**src/rtl/mem_wb_stage_if.sv**
```systemverilog
// mem_wb_stage_if
//   Bundles the MEM-stage slot, the data-memory read response and the
//   write-back/stall outputs of the MEM->WB stage.
//   master : pipeline/memory side (drives i_*, observes o_*)
//   slave  : mem_wb_stage (observes i_*, drives o_*)
//   i_mem_valid/reg_write/mem_read/funct3/rd/alu_result : retiring instruction
//   i_dmem_rvalid/rdata : word-aligned little-endian load response
//   o_stall : hold upstream stages; o_wb_* : register-file write port
//   o_load_misaligned : one-cycle pulse for a dropped misaligned load
interface mem_wb_stage_if #(
  parameter int XLEN = 32
);
  logic            i_mem_valid;
  logic            i_mem_reg_write;
  logic            i_mem_mem_read;
  logic [2:0]      i_mem_funct3;
  logic [4:0]      i_mem_rd;
  logic [XLEN-1:0] i_mem_alu_result;
  logic            i_dmem_rvalid;
  logic [XLEN-1:0] i_dmem_rdata;
  logic            o_stall;
  logic            o_wb_reg_write;
  logic [4:0]      o_wb_rd;
  logic [XLEN-1:0] o_wb_data;
  logic            o_load_misaligned;

  modport master (
    output i_mem_valid, i_mem_reg_write, i_mem_mem_read, i_mem_funct3,
           i_mem_rd, i_mem_alu_result, i_dmem_rvalid, i_dmem_rdata,
    input  o_stall, o_wb_reg_write, o_wb_rd, o_wb_data, o_load_misaligned
  );

  modport slave (
    input  i_mem_valid, i_mem_reg_write, i_mem_mem_read, i_mem_funct3,
           i_mem_rd, i_mem_alu_result, i_dmem_rvalid, i_dmem_rdata,
    output o_stall, o_wb_reg_write, o_wb_rd, o_wb_data, o_load_misaligned
  );
endinterface

```
**src/rtl/mem_wb_stage.sv**
```systemverilog
// mem_wb_stage
//   MEM->WB pipeline register of the RV32I core. Retires ALU results with one
//   cycle of latency, waits for the data-memory response on loads, aligns and
//   extends load data, and stalls upstream while a load response is pending.
//   i_clk : core clock, rising edge
//   i_rst : asynchronous active-high reset
//   bus   : mem_wb_stage_if.slave (MEM slot, dmem response, WB outputs, stall)
//
//   state     | meaning
//   IDLE      | no load outstanding; MEM slot retires or launches a wait
//   WAIT_LOAD | load issued, response not yet seen; upstream held
module mem_wb_stage #(
  parameter int XLEN = 32
) (
  input  logic          i_clk,
  input  logic          i_rst,
  mem_wb_stage_if.slave bus
);

  typedef enum logic {IDLE, WAIT_LOAD} state_t;

  state_t          r_state;
  logic [4:0]      r_ld_rd;
  logic [2:0]      r_ld_funct3;
  logic [1:0]      r_ld_addr;
  logic            r_ld_reg_write;
  logic            r_wb_reg_write;
  logic [4:0]      r_wb_rd;
  logic [XLEN-1:0] r_wb_data;
  logic            r_load_misaligned;

  logic            w_load_in_idle;
  logic [4:0]      w_ld_rd;
  logic [2:0]      w_ld_funct3;
  logic [1:0]      w_ld_addr;
  logic            w_ld_reg_write;
  logic [XLEN-1:0] w_shifted;
  logic [XLEN-1:0] w_aligned;
  logic            w_misaligned;

  assign w_load_in_idle = (r_state == IDLE) && bus.i_mem_valid && bus.i_mem_mem_read;

  // A zero-wait load aligns from the live slot; a delayed one from the capture.
  assign w_ld_rd        = (r_state == WAIT_LOAD) ? r_ld_rd        : bus.i_mem_rd;
  assign w_ld_funct3    = (r_state == WAIT_LOAD) ? r_ld_funct3    : bus.i_mem_funct3;
  assign w_ld_addr      = (r_state == WAIT_LOAD) ? r_ld_addr      : bus.i_mem_alu_result[1:0];
  assign w_ld_reg_write = (r_state == WAIT_LOAD) ? r_ld_reg_write : bus.i_mem_reg_write;

  // Move the addressed byte/halfword down to bit 0 before extending.
  assign w_shifted = bus.i_dmem_rdata >> {w_ld_addr, 3'b000};

  always_comb begin
    w_aligned    = w_shifted;
    w_misaligned = 1'b0;
    case (w_ld_funct3)
      3'b000: w_aligned = {{(XLEN-8){w_shifted[7]}}, w_shifted[7:0]};
      3'b100: w_aligned = {{(XLEN-8){1'b0}}, w_shifted[7:0]};
      3'b001: begin
        w_aligned    = {{(XLEN-16){w_shifted[15]}}, w_shifted[15:0]};
        w_misaligned = w_ld_addr[0];
      end
      3'b101: begin
        w_aligned    = {{(XLEN-16){1'b0}}, w_shifted[15:0]};
        w_misaligned = w_ld_addr[0];
      end
      // LW and the reserved encodings
      default: begin
        w_aligned    = bus.i_dmem_rdata;
        w_misaligned = (w_ld_addr != 2'b00);
      end
    endcase
  end

  assign bus.o_stall = ((r_state == WAIT_LOAD) || w_load_in_idle) && !bus.i_dmem_rvalid;

  assign bus.o_wb_reg_write    = r_wb_reg_write;
  assign bus.o_wb_rd           = r_wb_rd;
  assign bus.o_wb_data         = r_wb_data;
  assign bus.o_load_misaligned = r_load_misaligned;

  always_ff @(posedge i_clk or posedge i_rst) begin
    if (i_rst) begin
      r_state           <= IDLE;
      r_ld_rd           <= '0;
      r_ld_funct3       <= '0;
      r_ld_addr         <= '0;
      r_ld_reg_write    <= 1'b0;
      r_wb_reg_write    <= 1'b0;
      r_wb_rd           <= '0;
      r_wb_data         <= '0;
      r_load_misaligned <= 1'b0;
    end else begin
      // Every retire is a one-cycle event; anything else is a bubble.
      r_wb_reg_write    <= 1'b0;
      r_wb_rd           <= '0;
      r_wb_data         <= '0;
      r_load_misaligned <= 1'b0;
      case (r_state)
        IDLE: begin
          if (w_load_in_idle) begin
            if (bus.i_dmem_rvalid) begin
              r_wb_reg_write    <= w_ld_reg_write && (w_ld_rd != 5'd0) && !w_misaligned;
              r_wb_rd           <= w_ld_rd;
              r_wb_data         <= w_misaligned ? '0 : w_aligned;
              r_load_misaligned <= w_misaligned;
            end else begin
              r_state        <= WAIT_LOAD;
              r_ld_rd        <= bus.i_mem_rd;
              r_ld_funct3    <= bus.i_mem_funct3;
              r_ld_addr      <= bus.i_mem_alu_result[1:0];
              r_ld_reg_write <= bus.i_mem_reg_write;
            end
          end else if (bus.i_mem_valid) begin
            r_wb_reg_write <= bus.i_mem_reg_write && (bus.i_mem_rd != 5'd0);
            r_wb_rd        <= bus.i_mem_rd;
            r_wb_data      <= bus.i_mem_alu_result;
          end
        end
        WAIT_LOAD: begin
          if (bus.i_dmem_rvalid) begin
            r_state           <= IDLE;
            r_wb_reg_write    <= w_ld_reg_write && (w_ld_rd != 5'd0) && !w_misaligned;
            r_wb_rd           <= w_ld_rd;
            r_wb_data         <= w_misaligned ? '0 : w_aligned;
            r_load_misaligned <= w_misaligned;
          end
        end
        default: r_state <= IDLE;
      endcase
    end
  end

endmodule

```
**src/flat_wrapper.sv**
```systemverilog
// flat-port wrapper written by rule: the top's interface ports become plain ports
module mem_wb_stage_flat 
#(
  parameter int XLEN = 32
)
  (i_clk, i_rst, bus_i_mem_valid, bus_i_mem_reg_write, bus_i_mem_mem_read, bus_i_mem_funct3, bus_i_mem_rd, bus_i_mem_alu_result, bus_i_dmem_rvalid, bus_i_dmem_rdata, bus_o_stall, bus_o_wb_reg_write, bus_o_wb_rd, bus_o_wb_data, bus_o_load_misaligned);
  mem_wb_stage_if #(.XLEN(XLEN)) bus_i ();
  input  logic i_clk;
  input  logic i_rst;
  input wire logic [$bits(bus_i.i_mem_valid)-1:0] bus_i_mem_valid;
  input wire logic [$bits(bus_i.i_mem_reg_write)-1:0] bus_i_mem_reg_write;
  input wire logic [$bits(bus_i.i_mem_mem_read)-1:0] bus_i_mem_mem_read;
  input wire logic [$bits(bus_i.i_mem_funct3)-1:0] bus_i_mem_funct3;
  input wire logic [$bits(bus_i.i_mem_rd)-1:0] bus_i_mem_rd;
  input wire logic [$bits(bus_i.i_mem_alu_result)-1:0] bus_i_mem_alu_result;
  input wire logic [$bits(bus_i.i_dmem_rvalid)-1:0] bus_i_dmem_rvalid;
  input wire logic [$bits(bus_i.i_dmem_rdata)-1:0] bus_i_dmem_rdata;
  output wire logic [$bits(bus_i.o_stall)-1:0] bus_o_stall;
  output wire logic [$bits(bus_i.o_wb_reg_write)-1:0] bus_o_wb_reg_write;
  output wire logic [$bits(bus_i.o_wb_rd)-1:0] bus_o_wb_rd;
  output wire logic [$bits(bus_i.o_wb_data)-1:0] bus_o_wb_data;
  output wire logic [$bits(bus_i.o_load_misaligned)-1:0] bus_o_load_misaligned;
  assign bus_i.i_mem_valid = bus_i_mem_valid;
  assign bus_i.i_mem_reg_write = bus_i_mem_reg_write;
  assign bus_i.i_mem_mem_read = bus_i_mem_mem_read;
  assign bus_i.i_mem_funct3 = bus_i_mem_funct3;
  assign bus_i.i_mem_rd = bus_i_mem_rd;
  assign bus_i.i_mem_alu_result = bus_i_mem_alu_result;
  assign bus_i.i_dmem_rvalid = bus_i_dmem_rvalid;
  assign bus_i.i_dmem_rdata = bus_i_dmem_rdata;
  assign bus_o_stall = bus_i.o_stall;
  assign bus_o_wb_reg_write = bus_i.o_wb_reg_write;
  assign bus_o_wb_rd = bus_i.o_wb_rd;
  assign bus_o_wb_data = bus_i.o_wb_data;
  assign bus_o_load_misaligned = bus_i.o_load_misaligned;
  mem_wb_stage #(.XLEN(XLEN)) u_core (.i_clk(i_clk), .i_rst(i_rst), .bus(bus_i));
endmodule
```
**config.mk**
```make
export PLATFORM = sky130hd
export DESIGN_NAME = mem_wb_stage_flat
export DESIGN_NICKNAME = d
export VERILOG_FILES = /design/src/rtl/mem_wb_stage_if.sv /design/src/rtl/mem_wb_stage.sv /design/src/flat_wrapper.sv
export SDC_FILE = /design/constraint.sdc
export NUM_CORES = 1
export LEC_CHECK = 0
export BUFFER_PORTS_ARGS = -buffer_cell sky130_fd_sc_hd__buf_2
export CAP_MARGIN = 20
export CELL_PAD_IN_SITES_DETAIL_PLACEMENT = 2
export CELL_PAD_IN_SITES_GLOBAL_PLACEMENT = 2
export CORE_ASPECT_RATIO = 1.4
export CORE_UTILIZATION = 30
export DETAILED_ROUTE_END_ITERATION = 8
export PLACE_DENSITY = 0.93
export REMOVE_ABC_BUFFERS = 1
export SYNTH_ARGS = -nofsm -noshare
export SYNTH_HDL_FRONTEND = slang
export SYNTH_SLANG_ARGS = --single-unit
```
**constraint.sdc**
```tcl
create_clock -name i_clk -period 3.4 [get_ports i_clk]
set_clock_uncertainty 0.15 [all_clocks]
set_input_delay 0.68 -clock i_clk [delete_from_list [all_inputs] [get_ports i_clk]]
set_output_delay 0.68 -clock i_clk [all_outputs]
set_load 0.03 [all_outputs]
```
==> run_summary.xml <==
<?xml version="1.0" encoding="UTF-8"?>
<metrics>
  <group name="outcome">
    <metric name="result_of_the_run" unit="">complete, but fails checks</metric>
    <metric name="violations" unit="">DRC</metric>
  </group>
  <group name="setup_path">
    <metric name="setup.reg_to_reg.worst_slack" unit="ps">570</metric>
    <metric name="critPathRequiredTime" unit="ps">3470</metric>
    <metric name="critical_path.cell_chain" unit="">mux2_4, o211ai_1, nand4b_1, a21oi_2, a22o_1</metric>
    <metric name="timing.critical_path.arrival" unit="ps">2910</metric>
    <metric name="crit_path_max_incr_delay" unit="ps">770</metric>
    <metric name="critPathSlowestCell" unit="">dfrtp_1</metric>
    <metric name="cp_top_family" unit="">compound AO/OA/AOI/OAI gates</metric>
    <metric name="crit_path_launch_type" unit="">flip-flop</metric>
    <metric name="critical_path_buf_inv_count" unit="">0</metric>
    <metric name="critPathCaptureType" unit="">flip-flop</metric>
    <metric name="critical_path_peak_fanout" unit="">20</metric>
    <metric name="path_class" unit="">flip-flop to flip-flop</metric>
  </group>
  <group name="cts">
    <metric name="cts_post_setup_buffers_inserted" unit="">0</metric>
    <metric name="cts_hold_buffers" unit="">0</metric>
    <metric name="tritoncts.num_buffers" unit="">5</metric>
    <metric name="ctsRootBufferMaster" unit="">clkbuf_16</metric>
    <metric name="clock_tree_from_tritoncts" unit="">built</metric>
    <metric name="clock_slew_at_reported_path_ffs" unit="ps">70</metric>
    <metric name="ctsResizeCount" unit="">0</metric>
    <metric name="cts_max_path_buffers" unit="">2</metric>
    <metric name="number_of_levels_in_the_clock_h_tree" unit="">2</metric>
    <metric name="cts_num_sinks" unit="">51</metric>
    <metric name="clk_latency" unit="ps">300</metric>
  </group>
  <group name="timing">
    <metric name="worst-slew-pin-transition" unit="ps">866</metric>
    <metric name="maxSlewViolCount" unit="">0</metric>
    <metric name="timing.final.ws_setup" unit="ps">569</metric>
    <metric name="rsz0062_at_grt" unit="">false</metric>
    <metric name="hold_viol" unit="">0</metric>
    <metric name="finalWorstPathRequiredPeriod" unit="ps">2830</metric>
    <metric name="layout_worst_path_cycle_share" unit="%">83.3</metric>
    <metric name="timing.slew.headroom" unit="%">42.2</metric>
    <metric name="finalSetupViolations" unit="">0</metric>
    <metric name="setup_tns" unit="ps">0</metric>
    <metric name="maximum_clock_frequency" unit="GHz">0.353</metric>
  </group>
  <group name="route">
    <metric name="postRouteWirelength" unit="um">10600</metric>
    <metric name="vias_per_cell" unit="">5.45</metric>
    <metric name="wire_per_inst" unit="um">20.2</metric>
    <metric name="dr.pass1.iters" unit="">6</metric>
    <metric name="drt_drc_violations_left" unit="">11</metric>
    <metric name="drt_first_iter_violations" unit="">75</metric>
    <metric name="detail-route-antenna-nets" unit="">0</metric>
    <metric name="vias" unit="">2855</metric>
  </group>
  <group name="final_layout">
    <metric name="antennaDiodeCount" unit="">0</metric>
    <metric name="fraction_of_final_layout_cells_with_drive_strength_greater_than_1" unit="%">39.8</metric>
    <metric name="area_delta_synth_final" unit="%">29.7</metric>
    <metric name="final_cell_area" unit="um2">3700</metric>
    <metric name="finalNetCount" unit="">494</metric>
    <metric name="final_core_utilization" unit="%">40.5</metric>
  </group>
  <group name="logic_synthesis">
    <metric name="netlist-cell-type-count" unit="">49</metric>
    <metric name="yosysWarningCount" unit="">0</metric>
    <metric name="ys_seq_elements" unit="">51</metric>
    <metric name="synth_top_area_cell" unit="">dfrtp_1</metric>
    <metric name="synth_async_sr_flop_share" unit="%">100</metric>
    <metric name="synth_top_cells_by_area" unit="">dfrtp_1 45%, nand2_1 9.5%, mux2_2 5.5%</metric>
    <metric name="post_synth_instance_area" unit="um2">2850</metric>
    <metric name="post_synth_inst_count" unit="">303</metric>
    <metric name="synth_top_flop_cell" unit="">dfrtp_1</metric>
    <metric name="synth.avg_cell_area" unit="um2">9.41</metric>
    <metric name="seq_area_frac_synth" unit="%">44.7</metric>
    <metric name="synth_top_area_share" unit="%">44.7</metric>
    <metric name="synth_edf_count" unit="">0</metric>
  </group>
  <group name="die">
    <metric name="dieWidth" unit="um">84.4</metric>
    <metric name="initial_utilization" unit="%">31.2</metric>
    <metric name="core.rowCount" unit="">41</metric>
    <metric name="io-pin-count" unit="">118</metric>
    <metric name="area_of_the_core_region" unit="um2">9130</metric>
    <metric name="chipHeight" unit="um">117</metric>
    <metric name="die_area" unit="um2">9910</metric>
  </group>
  <group name="power_and_ir_drop">
    <metric name="worst_voltage_drop_across_the_vdd_grid" unit="mV">0.238</metric>
    <metric name="finalPower" unit="mW">1.77</metric>
    <metric name="cellLeakagePower" unit="nW">1.85</metric>
    <metric name="power_density" unit="nW/um2">480</metric>
  </group>
  <group name="place">
    <metric name="numPortBuffers" unit="">117</metric>
    <metric name="placed_cell_area" unit="um2">3540</metric>
    <metric name="place_hpwl" unit="um">8160</metric>
    <metric name="gp_routability_congestion" unit="">0.808</metric>
    <metric name="dp_slack" unit="ps">536</metric>
  </group>
  <group name="grt">
    <metric name="total_grt_overflow" unit="">0</metric>
    <metric name="vias_in_the_first_global_route" unit="">3335</metric>
    <metric name="antenna_violations_before_repair" unit="">0</metric>
    <metric name="grt_start_max_net_pins" unit="">41</metric>
    <metric name="wire_length_of_the_first_global_routing_pass" unit="um">17500</metric>
    <metric name="grt_usage" unit="%">22.7</metric>
  </group>
  <group name="run">
    <metric name="max_cap_viol_count" unit="">0</metric>
  </group>
  <group name="hold_path">
    <metric name="worstHoldPathType" unit="">flip-flop to flip-flop</metric>
  </group>
</metrics>
flip-flops by register name, indices dropped and copies added, names as in the netlist:
name                          cells
u_core.r_state                    1
u_core.bus.o_wb_rd                5
u_core.bus.o_load_misaligned      1
u_core.bus.o_wb_data             32
u_core.r_ld_addr                  2
u_core.r_ld_funct3                3
u_core.r_ld_reg_write             1
u_core.bus.o_wb_reg_write         1
u_core.r_ld_rd                    5
per-stage QoR:
stage,hold WS (ps),cells
after floorplan,330,282
after global placement,342,516
after detailed placement,351,516
after CTS,367,524
after global routing,389,524
final,368,524
synthesized netlist by cell type (all sizes together) (3+ instances only):
master  count
and2        3
mux2       15
a21oi      15
a21o        3
nor2        7
a22o       16
dfrtp      51
a221oi      8
o21ai      13
nand2      72
o31ai       7
nor2b       4
buf         7
clkbuf     14
nand3       9
mux2i       6
inv         4
nor3       14
o22ai       6
per-layer routing:
metal  track usage [%]  routed length (um)  vias up
li1                  -                   -     1326
met1              23.8                4060     1414
met2              44.6                5780       97
met3              3.94                 525       18
met4              7.42                 227        0
met5                 0                   0        -
cell usage in the layout (no fill, tap or decap), types with 2 or more instances in the layout:
master     instances
buf_2            117
nand2_1           72
dfrtp_1           51
a22o_1            16
mux2_2            14
a21oi_1           14
o21ai_0           13
nor3_1            13
buf_4             10
nand3_1            9
a221oi_2           7
o31ai_1            7
o22ai_1            6
mux2i_1            5
nor2_1             5
clkbuf_16          5
nor2b_1            4
inv_1              3
a21o_1             3
and2_1             3
or3b_1             2
or3_1              2
nand3b_1           2
o221ai_1           2
nand4_1            2
nor2_2             2
nand2b_1           2
a31oi_1            2
clkbuf_8           2
cells by family after synthesis:
logic type | Yosys count | synth area share, %
compound gates | 79 | 21.1
buf+inv | 25 | 4.39
flops | 51 | 44.7
mux | 21 | 8.29
simple gates | 127 | 21.4
area by class of cell:
class	count	area [um2]
Clock buffer	7	153
Sequential cell	51	1280
Multi-Input combinational cell	227	1450
Timing Repair Buffer	127	661
Tap cell	107	134
Clock inverter	1	7.51
Fill cell	1061	5430
Inverter	4	15.0
worst paths after layout:
kind,start,to,cells past startpoint
max,u_core.r_state,u_core.bus.o_wb_data[16],5
min,u_core.r_ld_funct3[2],u_core.r_ld_funct3[2],1
max reg2reg,u_core.r_state,u_core.bus.o_wb_data[16],5
min reg2reg,u_core.r_ld_funct3[2],u_core.r_ld_funct3[2],1
max in group asynchronous,i_rst,u_core.bus.o_wb_data[22],3
min in group asynchronous,i_rst,u_core.r_ld_funct3[2],2
worst register-to-register path, cell delays in order, from the launching register on:
cell      delay [ps]
dfrtp_1          770
mux2_4           440
o211ai_1         170
nand4b_1         250
a21oi_2          720
a22o_1           260
power breakdown:
group	leakage [nW]	switching [mW]	internal, mW
registers	0.664	0.0482	0.671
clock network	0.0761	0.228	0.313
logic	1.11	0.322	0.192
Note: power is estimated with default switching activity, not from simulation.
